<file path="config.mk">
export PLATFORM = sky130hd
export DESIGN_NAME = pe_cmd_dispatch_flat
export DESIGN_NICKNAME = d
export VERILOG_FILES = /design/src/rtl/pe_cmd_dispatch_if.sv /design/src/rtl/pe_cmd_dispatch.sv /design/src/flat_wrapper.sv
export SDC_FILE = /design/constraint.sdc
export NUM_CORES = 2
export LEC_CHECK = 0
export ABC_AREA = 1
export BUFFER_PORTS_ARGS = -buffer_cell sky130_fd_sc_hd__buf_2
export CAP_MARGIN = 25
export CORE_AREA = 2 2 430 432
export CTS_CLUSTER_DIAMETER = 120
export CTS_CLUSTER_SIZE = 28
export DETAILED_ROUTE_END_ITERATION = 6
export DIE_AREA = 0 0 432 434
export GPL_TIMING_DRIVEN = 0
export MAX_ROUTING_LAYER = met4
export PLACE_DENSITY = 0.76
export SLEW_MARGIN = 20
export SYNTH_ARGS = -nofsm -noshare
export SYNTH_HDL_FRONTEND = slang
export SYNTH_SLANG_ARGS = --single-unit
</file>
<file path="constraint.sdc">
create_clock -name clk -period 48.1 [get_ports clk]
set_input_delay 14.43 -clock clk [delete_from_list [all_inputs] [get_ports clk]]
set_output_delay 14.43 -clock clk [all_outputs]
set_load 0.05 [all_outputs]
</file>
<file path="src/rtl/pe_cmd_dispatch_if.sv">
// pe_cmd_dispatch_if: scheduler command, PE core issue and status response channels of the dispatcher.
// master = dispatcher side, slave = scheduler/core side.
interface pe_cmd_dispatch_if #(
   parameter int unsigned DATA_WIDTH   = 16,
   parameter int unsigned VECTOR_WIDTH = 32
);
   localparam int unsigned VEC_W = DATA_WIDTH * VECTOR_WIDTH;

   logic             cmd_valid;
   logic             cmd_ready;
   logic [31:0]      cmd_instr;
   logic [VEC_W-1:0] cmd_data;

   logic             pe_start;
   logic [31:0]      pe_instruction;
   logic [VEC_W-1:0] pe_data;
   logic             pe_done;

   logic             rsp_valid;
   logic             rsp_ready;
   logic [1:0]       rsp_status;
   logic [3:0]       rsp_opcode;

   modport master (
      input  cmd_valid, cmd_instr, cmd_data, pe_done, rsp_ready,
      output cmd_ready, pe_start, pe_instruction, pe_data, rsp_valid, rsp_status, rsp_opcode
   );

   modport slave (
      output cmd_valid, cmd_instr, cmd_data, pe_done, rsp_ready,
      input  cmd_ready, pe_start, pe_instruction, pe_data, rsp_valid, rsp_status, rsp_opcode
   );
endinterface

</file>
<file path="src/rtl/pe_cmd_dispatch.sv">
// pe_cmd_dispatch: command FIFO + issue FSM in front of the PE core; one status response per command.
// Define PE_DISPATCH_PERF_EN to add the perf_issued/perf_timeouts/perf_stall counters.
module pe_cmd_dispatch #(
   parameter int unsigned DATA_WIDTH     = 16,
   parameter int unsigned VECTOR_WIDTH   = 32,
   parameter int unsigned FIFO_DEPTH     = 4,
   parameter int unsigned TIMEOUT_CYCLES = 1024
) (
   input  logic                         clk,
   input  logic                         rst_n,
   pe_cmd_dispatch_if.master            bus,
   output logic [$clog2(FIFO_DEPTH):0]  fifo_count,
   output logic                         busy
`ifdef PE_DISPATCH_PERF_EN
   ,
   output logic [31:0]                  perf_issued,
   output logic [15:0]                  perf_timeouts,
   output logic [31:0]                  perf_stall
`endif
);
   localparam int unsigned VEC_W = DATA_WIDTH * VECTOR_WIDTH;
   localparam int unsigned PTR_W = $clog2(FIFO_DEPTH);
   localparam int unsigned CNT_W = PTR_W + 1;
   localparam int unsigned TMR_W = $clog2(TIMEOUT_CYCLES);

   localparam logic [1:0] ST_OK      = 2'b00;
   localparam logic [1:0] ST_TIMEOUT = 2'b01;
   localparam logic [1:0] ST_ILLEGAL = 2'b10;

   typedef enum logic [1:0] {
      S_IDLE  = 2'd0,
      S_ISSUE = 2'd1,
      S_WAIT  = 2'd2,
      S_RESP  = 2'd3
   } state_t;

   state_t           state, state_nx;

   logic [31:0]      fifo_instr [FIFO_DEPTH];
   logic [VEC_W-1:0] fifo_data  [FIFO_DEPTH];
   logic [PTR_W-1:0] wr_ptr, rd_ptr;
   logic [CNT_W-1:0] count_nx;
   logic [TMR_W-1:0] timer, timer_nx;
   logic [3:0]       head_op;
   logic             push, pop, issue_ld;
   logic [1:0]       status_nx;

   logic             pe_start_q;
   logic [31:0]      pe_instr_q;
   logic [VEC_W-1:0] pe_data_q;
   logic             rsp_valid_q;
   logic [1:0]       rsp_status_q;
   logic [3:0]       rsp_opcode_q;

   // Ready depends on occupancy only, so a pop never frees a slot in the same cycle.
   assign bus.cmd_ready = (fifo_count < CNT_W'(FIFO_DEPTH));
   assign push          = bus.cmd_valid & bus.cmd_ready;
   assign head_op       = fifo_instr[rd_ptr][31:28];
   assign count_nx      = fifo_count + CNT_W'(push) - CNT_W'(pop);

   assign bus.pe_start       = pe_start_q;
   assign bus.pe_instruction = pe_instr_q;
   assign bus.pe_data        = pe_data_q;
   assign bus.rsp_valid      = rsp_valid_q;
   assign bus.rsp_status     = rsp_status_q;
   assign bus.rsp_opcode     = rsp_opcode_q;

   // Next-state, pop decision, timer and response status.
   always_comb begin
      state_nx  = state;
      timer_nx  = timer;
      status_nx = rsp_status_q;
      pop       = 1'b0;
      issue_ld  = 1'b0;
      case (state)
         S_IDLE: begin
            if (fifo_count != '0) begin
               pop = 1'b1;
               if (head_op < 4'd4) begin
                  state_nx = S_ISSUE;
                  issue_ld = 1'b1;
               end else begin
                  state_nx  = S_RESP;
                  status_nx = ST_ILLEGAL;
               end
            end
         end
         S_ISSUE: begin
            timer_nx = '0;
            state_nx = S_WAIT;
         end
         S_WAIT: begin
            timer_nx = timer + TMR_W'(1);
            if (bus.pe_done) begin
               state_nx  = S_RESP;
               status_nx = ST_OK;
            end else if (timer == TMR_W'(TIMEOUT_CYCLES - 1)) begin
               state_nx  = S_RESP;
               status_nx = ST_TIMEOUT;
            end
         end
         S_RESP: begin
            if (bus.rsp_ready) state_nx = S_IDLE;
         end
         default: state_nx = S_IDLE;
      endcase
   end

   // Control state and registered outputs.
   always_ff @(posedge clk or negedge rst_n) begin
      if (!rst_n) begin
         state        <= S_IDLE;
         timer        <= '0;
         wr_ptr       <= '0;
         rd_ptr       <= '0;
         fifo_count   <= '0;
         busy         <= 1'b0;
         pe_start_q   <= 1'b0;
         pe_instr_q   <= '0;
         pe_data_q    <= '0;
         rsp_valid_q  <= 1'b0;
         rsp_status_q <= '0;
         rsp_opcode_q <= '0;
      end else begin
         state        <= state_nx;
         timer        <= timer_nx;
         fifo_count   <= count_nx;
         busy         <= (state_nx != S_IDLE) || (count_nx != '0);
         pe_start_q   <= (state_nx == S_ISSUE);
         rsp_valid_q  <= (state_nx == S_RESP);
         rsp_status_q <= status_nx;
         if (push) wr_ptr <= wr_ptr + PTR_W'(1);
         if (pop) begin
            rd_ptr       <= rd_ptr + PTR_W'(1);
            rsp_opcode_q <= head_op;
         end
         // Core-facing copies change only when a legal command is issued.
         if (issue_ld) begin
            pe_instr_q <= fifo_instr[rd_ptr];
            pe_data_q  <= fifo_data[rd_ptr];
         end
      end
   end

   // Queue storage.
   always_ff @(posedge clk) begin
      if (push) begin
         fifo_instr[wr_ptr] <= bus.cmd_instr;
         fifo_data[wr_ptr]  <= bus.cmd_data;
      end
   end

`ifdef PE_DISPATCH_PERF_EN
   // Issue/stall counters wrap; timeout counter saturates.
   always_ff @(posedge clk or negedge rst_n) begin
      if (!rst_n) begin
         perf_issued   <= '0;
         perf_timeouts <= '0;
         perf_stall    <= '0;
      end else begin
         if (pe_start_q) perf_issued <= perf_issued + 32'd1;
         if ((state == S_WAIT) && (state_nx == S_RESP) && (status_nx == ST_TIMEOUT)
             && (perf_timeouts != 16'hFFFF))
            perf_timeouts <= perf_timeouts + 16'd1;
         if (bus.cmd_valid && !bus.cmd_ready) perf_stall <= perf_stall + 32'd1;
      end
   end
`endif

endmodule
</file>
<file path="src/flat_wrapper.sv">
// flat-port wrapper written by rule: the top's interface ports become plain ports
module pe_cmd_dispatch_flat 
#(
   parameter int unsigned DATA_WIDTH     = 16,
   parameter int unsigned VECTOR_WIDTH   = 32,
   parameter int unsigned FIFO_DEPTH     = 4,
   parameter int unsigned TIMEOUT_CYCLES = 1024
)
  (clk, rst_n, fifo_count, busy, bus_cmd_valid, bus_cmd_instr, bus_cmd_data, bus_pe_done, bus_rsp_ready, bus_cmd_ready, bus_pe_start, bus_pe_instruction, bus_pe_data, bus_rsp_valid, bus_rsp_status, bus_rsp_opcode);
  pe_cmd_dispatch_if #(.DATA_WIDTH(DATA_WIDTH), .VECTOR_WIDTH(VECTOR_WIDTH)) bus_i ();
  input  logic clk;
  input  logic rst_n;
  output logic [$clog2(FIFO_DEPTH):0] fifo_count;
  output logic busy;
  input wire logic [$bits(bus_i.cmd_valid)-1:0] bus_cmd_valid;
  input wire logic [$bits(bus_i.cmd_instr)-1:0] bus_cmd_instr;
  input wire logic [$bits(bus_i.cmd_data)-1:0] bus_cmd_data;
  input wire logic [$bits(bus_i.pe_done)-1:0] bus_pe_done;
  input wire logic [$bits(bus_i.rsp_ready)-1:0] bus_rsp_ready;
  output wire logic [$bits(bus_i.cmd_ready)-1:0] bus_cmd_ready;
  output wire logic [$bits(bus_i.pe_start)-1:0] bus_pe_start;
  output wire logic [$bits(bus_i.pe_instruction)-1:0] bus_pe_instruction;
  output wire logic [$bits(bus_i.pe_data)-1:0] bus_pe_data;
  output wire logic [$bits(bus_i.rsp_valid)-1:0] bus_rsp_valid;
  output wire logic [$bits(bus_i.rsp_status)-1:0] bus_rsp_status;
  output wire logic [$bits(bus_i.rsp_opcode)-1:0] bus_rsp_opcode;
  assign bus_i.cmd_valid = bus_cmd_valid;
  assign bus_i.cmd_instr = bus_cmd_instr;
  assign bus_i.cmd_data = bus_cmd_data;
  assign bus_i.pe_done = bus_pe_done;
  assign bus_i.rsp_ready = bus_rsp_ready;
  assign bus_cmd_ready = bus_i.cmd_ready;
  assign bus_pe_start = bus_i.pe_start;
  assign bus_pe_instruction = bus_i.pe_instruction;
  assign bus_pe_data = bus_i.pe_data;
  assign bus_rsp_valid = bus_i.rsp_valid;
  assign bus_rsp_status = bus_i.rsp_status;
  assign bus_rsp_opcode = bus_i.rsp_opcode;
  pe_cmd_dispatch #(.DATA_WIDTH(DATA_WIDTH), .VECTOR_WIDTH(VECTOR_WIDTH), .FIFO_DEPTH(FIFO_DEPTH), .TIMEOUT_CYCLES(TIMEOUT_CYCLES)) u_core (.clk(clk), .rst_n(rst_n), .bus(bus_i), .fifo_count(fifo_count), .busy(busy));
endmodule
</file>
==> impl_metrics.sql <==
INSERT INTO impl_metrics (metric_group, metric, value, unit) VALUES
('timing', 'finalCriticalPeriod', '16.78', 'ns'),
('floorplanning', 'initial_core_util', '0.557', ''),
('pwr', 'p_int', '4.21', 'mW'),
('timing', 'fin_crit_sh', '0.349', ''),
('worst_setup_path', 'r2r-end', 'u_core.fifo_data[1][267]', ''),
('clock_network', 'clk_pin_slew', '0.10', 'ns'),
('clock_network', 'clock_insertion_delay_worst_skew', '0.82', 'ns'),
('place', 'numPortBuffers', '1105', ''),
('min_path', 'hp-start', 'u_core.bus.pe_data[257]', ''),
('timing', 'setup_repair_after_global_routing_missed_its_margin', 'false', ''),
('worst_setup_path', 'rr_worst_depth', '11', ''),
('timing', 'hold_viol', '0', ''),
('yosys', 'synth-seq-cells', '2748', ''),
('worst_setup_path', 'path_depth', '11', ''),
('yosys', 'netlist.area_leader.share', '0.643', ''),
('clock_network', 'ctsHtreeMaxLevel', '3', ''),
('pwr', 'clock_power_share', '0.156', ''),
('pwr', 'power.net_switching', '3.13', 'mW'),
('drt', 'drc_errors', '0', ''),
('timing', 'finalClockSkew', '0.0270', 'ns'),
('clock_network', 'clock_sink_count', '2748', ''),
('pwr', 'static-leakage-power', '44.7', 'nW'),
('timing', 'worst_slack', '31.32', 'ns'),
('pwr', 'power.combinational.fraction', '0.407', ''),
('outcome', 'run_status', 'finished, final reports clean', ''),
('timing', 'slew_of_the_pin_with_the_lowest_slew_margin', '1.09', 'ns'),
('drt', 'drt_antenna_net_count', '0', ''),
('timing', 'final.setup.tns', '0', 'ns'),
('global_routing', 'initial_antenna_violation_count', '206', ''),
('global_routing', 'grt_use_total', '0.321', ''),
('drt', 'routed-via-count', '70000', ''),
('drt', 'met3RoutedLength', '29300', 'um'),
('final_layout', 'drive_above_1_share', '0.169', ''),
('drt', 'drt_pass1_iterations', '6', ''),
('yosys', 'syn_area_per_cell', '13.1', 'um2'),
('yosys', 'yosys-top-cells-area', 'sky130_fd_sc_hd__edfxtp_1, sky130_fd_sc_hd__dfrtp_1, sky130_fd_sc_hd__nand2_1', ''),
('worst_setup_path', 'rrSetupSlack', '44.30', 'ns'),
('drt', 'met2WireLength', '144000', 'um'),
('yosys', 'synth.cell_area', '102000', 'um2'),
('final_layout', 'layout-area-overhead-vs-synth', '15.1', '%'),
('clock_network', 'tritoncts', 'built', ''),
('clock_network', 'post_cts.resized_instances', '0', ''),
('pwr', 'switching_share', '0.427', ''),
('place', 'hpwl', '213000', 'um'),
('min_path', 'hold_path_end', 'u_core.bus.pe_data[257]', ''),
('clock_network', 'cell_at_the_root_of_the_clock_tree', 'sky130_fd_sc_hd__clkbuf_16', ''),
('yosys', 'synth-seq-area-share', '0.784', ''),
('pwr', 'cellPowerDensity', '62.8', 'nW/um2'),
('clock_network', 'cts.repair_timing.setup_buffer_count', '0', ''),
('drt', 'drt-wirelength-per-cell', '25.7', 'um'),
('clock_network', 'tritoncts.num_buffers', '108', ''),
('pwr', 'seqPwrFrac', '0.437', ''),
('worst_setup_path', 'endpoint_kind', 'flip-flop', ''),
('drt', 'route.final.wire_length', '302000', 'um'),
('drt', 'routed_metal_1_wire_length', '107000', 'um'),
('floorplanning', 'top_level_ports', '1106', ''),
('global_routing', 'grt_start_max_net_pins', '98', ''),
('timing', 'setup_violations', '0', ''),
('timing', 'report.final.slew_viol_count', '0', ''),
('clock_network', 'ctsHoldBuffers', '0', ''),
('min_path', 'hold-path-cell-count', '2', ''),
('yosys', 'yosysTopAreaCell', 'sky130_fd_sc_hd__edfxtp_1', ''),
('yosys', 'synth-warning-count', '0', ''),
('floorplanning', 'placeableCoreArea', '182000', 'um2'),
('place', 'gp_congestion', '0.949', ''),
('place', 'place_ws', '30.52', 'ns'),
('worst_setup_path', 'critical-path-top-delay-family', 'buffers and inverters', ''),
('drt', 'routed.top_layer', 'met4', ''),
('timing', 'timing.fmax', '0.0596', 'GHz'),
('worst_setup_path', 'path_max_fanout', '22', ''),
('worst_setup_path', 'critPathArrivalTime', '17.29', 'ns');
[layer usage]
metal  vias up  track usage
met1     34600        0.390
met3       816       0.0641
li1      30300            -
met5         -            -
met4         0        0.218
met2      4265        0.491
[cell type report]
type / instances / area (um2)
antenna: 199 / 498
tap: 2385 / 2980
fill: 13100 / 65500
inverter: 36 / 138
clock buffer: 199 / 3130
clock inverter: 5 / 75.1
buffer: 481 / 2140
multi-input combinational: 4467 / 19700
timing repair buffer: 1234 / 8590
sequential: 2748 / 79700
[how the worst max path moves through the flow]
stage	endpoint	from
after detailed placement	u_core.fifo_data[1][259]	bus_cmd_valid
after global placement	u_core.fifo_data[3][255]	bus_cmd_valid
after CTS	u_core.fifo_data[1][259]	bus_cmd_valid
final	u_core.fifo_data[1][267]	bus_cmd_valid
after global routing	u_core.fifo_data[1][262]	bus_cmd_valid
after floorplan	u_core.fifo_data[0][0]	bus_cmd_valid
[power by group through the flow]
stage          logic, mW  clock network, mW  registers, mW
6_report            2.99               1.15           3.21
5_1_grt             3.18               1.22           3.24
4_1_cts             2.96               1.15           3.20
3_5_place_dp        2.95                  0           3.25
3_3_place_gp        2.78                  0           3.73
2_1_floorplan       1.17                  0           4.16
[worst min-delay path: stages (launching register included)]
cell and delay [ns]:
sky130_fd_sc_hd__dfrtp_1 0.35, sky130_fd_sc_hd__nand2_1 0.05, sky130_fd_sc_hd__nand2_1 0.05
[registers in the layout, indices dropped and copies added (netlist names)]
register and flops:
u_core.fifo_data 2048, u_core.bus.pe_data 512, u_core.bus.rsp_valid 1, u_core.state 2, u_core.bus.pe_start 1, u_core.fifo_instr 128
u_core.bus.rsp_status 2, u_core.bus.rsp_opcode 4, u_core.wr_ptr 2, u_core.bus.pe_instruction 32, u_core.rd_ptr 2, u_core.timer 10
u_core.busy 1, u_core.fifo_count 3
[synthesized netlist by cell type]
cell,instances
sky130_fd_sc_hd__nor2_1,1109
sky130_fd_sc_hd__o22a_1,2
sky130_fd_sc_hd__nand3_1,15
sky130_fd_sc_hd__xnor2_1,2
sky130_fd_sc_hd__buf_2,144
sky130_fd_sc_hd__nor3_1,3
sky130_fd_sc_hd__dfrtp_1,572
sky130_fd_sc_hd__nand4_1,5
sky130_fd_sc_hd__o21bai_1,1
sky130_fd_sc_hd__clkbuf_1,284
sky130_fd_sc_hd__ha_1,11
sky130_fd_sc_hd__inv_2,3
sky130_fd_sc_hd__a21oi_1,4
sky130_fd_sc_hd__nand2_2,1
sky130_fd_sc_hd__inv_4,1
sky130_fd_sc_hd__buf_1,12
sky130_fd_sc_hd__xor2_1,3
sky130_fd_sc_hd__a31oi_1,1
sky130_fd_sc_hd__inv_1,32
sky130_fd_sc_hd__nor3b_1,1
sky130_fd_sc_hd__o22ai_1,540
sky130_fd_sc_hd__fa_1,1
sky130_fd_sc_hd__nand3_2,1
sky130_fd_sc_hd__o21ai_0,1095
sky130_fd_sc_hd__edfxtp_1,2176
sky130_fd_sc_hd__or2_2,2
sky130_fd_sc_hd__buf_4,41
sky130_fd_sc_hd__nand2_1,1670
[layout by cell type (no fill, tap or decap), types with 2 or more instances in the layout]
cell                           n
sky130_fd_sc_hd__inv_1        32
sky130_fd_sc_hd__buf_16       65
sky130_fd_sc_hd__clkinv_8      2
sky130_fd_sc_hd__nor2_4        4
sky130_fd_sc_hd__xnor2_1       2
sky130_fd_sc_hd__nand3_1      15
sky130_fd_sc_hd__diode_2     199
sky130_fd_sc_hd__o21ai_0    1095
sky130_fd_sc_hd__clkbuf_2      2
sky130_fd_sc_hd__buf_12       62
sky130_fd_sc_hd__ha_1         11
sky130_fd_sc_hd__dfrtp_1     572
sky130_fd_sc_hd__nand4_1       5
sky130_fd_sc_hd__buf_6         2
sky130_fd_sc_hd__nor3_1        3
sky130_fd_sc_hd__inv_4         2
sky130_fd_sc_hd__nor2_1     1105
sky130_fd_sc_hd__nand2_1    1670
sky130_fd_sc_hd__edfxtp_1   2176
sky130_fd_sc_hd__clkbuf_16   112
sky130_fd_sc_hd__or2_2         2
sky130_fd_sc_hd__o22a_1        2
sky130_fd_sc_hd__inv_2         3
sky130_fd_sc_hd__buf_2      1248
sky130_fd_sc_hd__xor2_1        3
sky130_fd_sc_hd__a21oi_1       4
sky130_fd_sc_hd__buf_1        12
sky130_fd_sc_hd__buf_4        41
sky130_fd_sc_hd__clkbuf_1    369
sky130_fd_sc_hd__o22ai_1     540
[cell families after synthesis]
kind of cell,synth area share
AOI/OAI and AO/OA,0.0877
DFF,0.784
adders and majority gates,0.00155
and+or+nand+nor,0.104
xor gates and xnor gates,0.000431
buffers and inverters,0.0224
[stage by stage]
step / hold WS [ns] / area, um2 / std cells / util / power, mW
after floorplan: 0.496 / 102000 / 7732 / - / 5.33
after global routing: 0.500 / 117000 / 11700 / 0.640 / 7.64
after detailed placement: 0.458 / 113000 / 11400 / 0.620 / 6.20
final: 0.481 / 117000 / 11800 / 0.641 / 7.34
after CTS: 0.485 / 116000 / 11600 / 0.638 / 7.31
after global placement: 0.450 / 110000 / 11200 / 0.604 / 6.50
(Power assumes the default switching activity.)
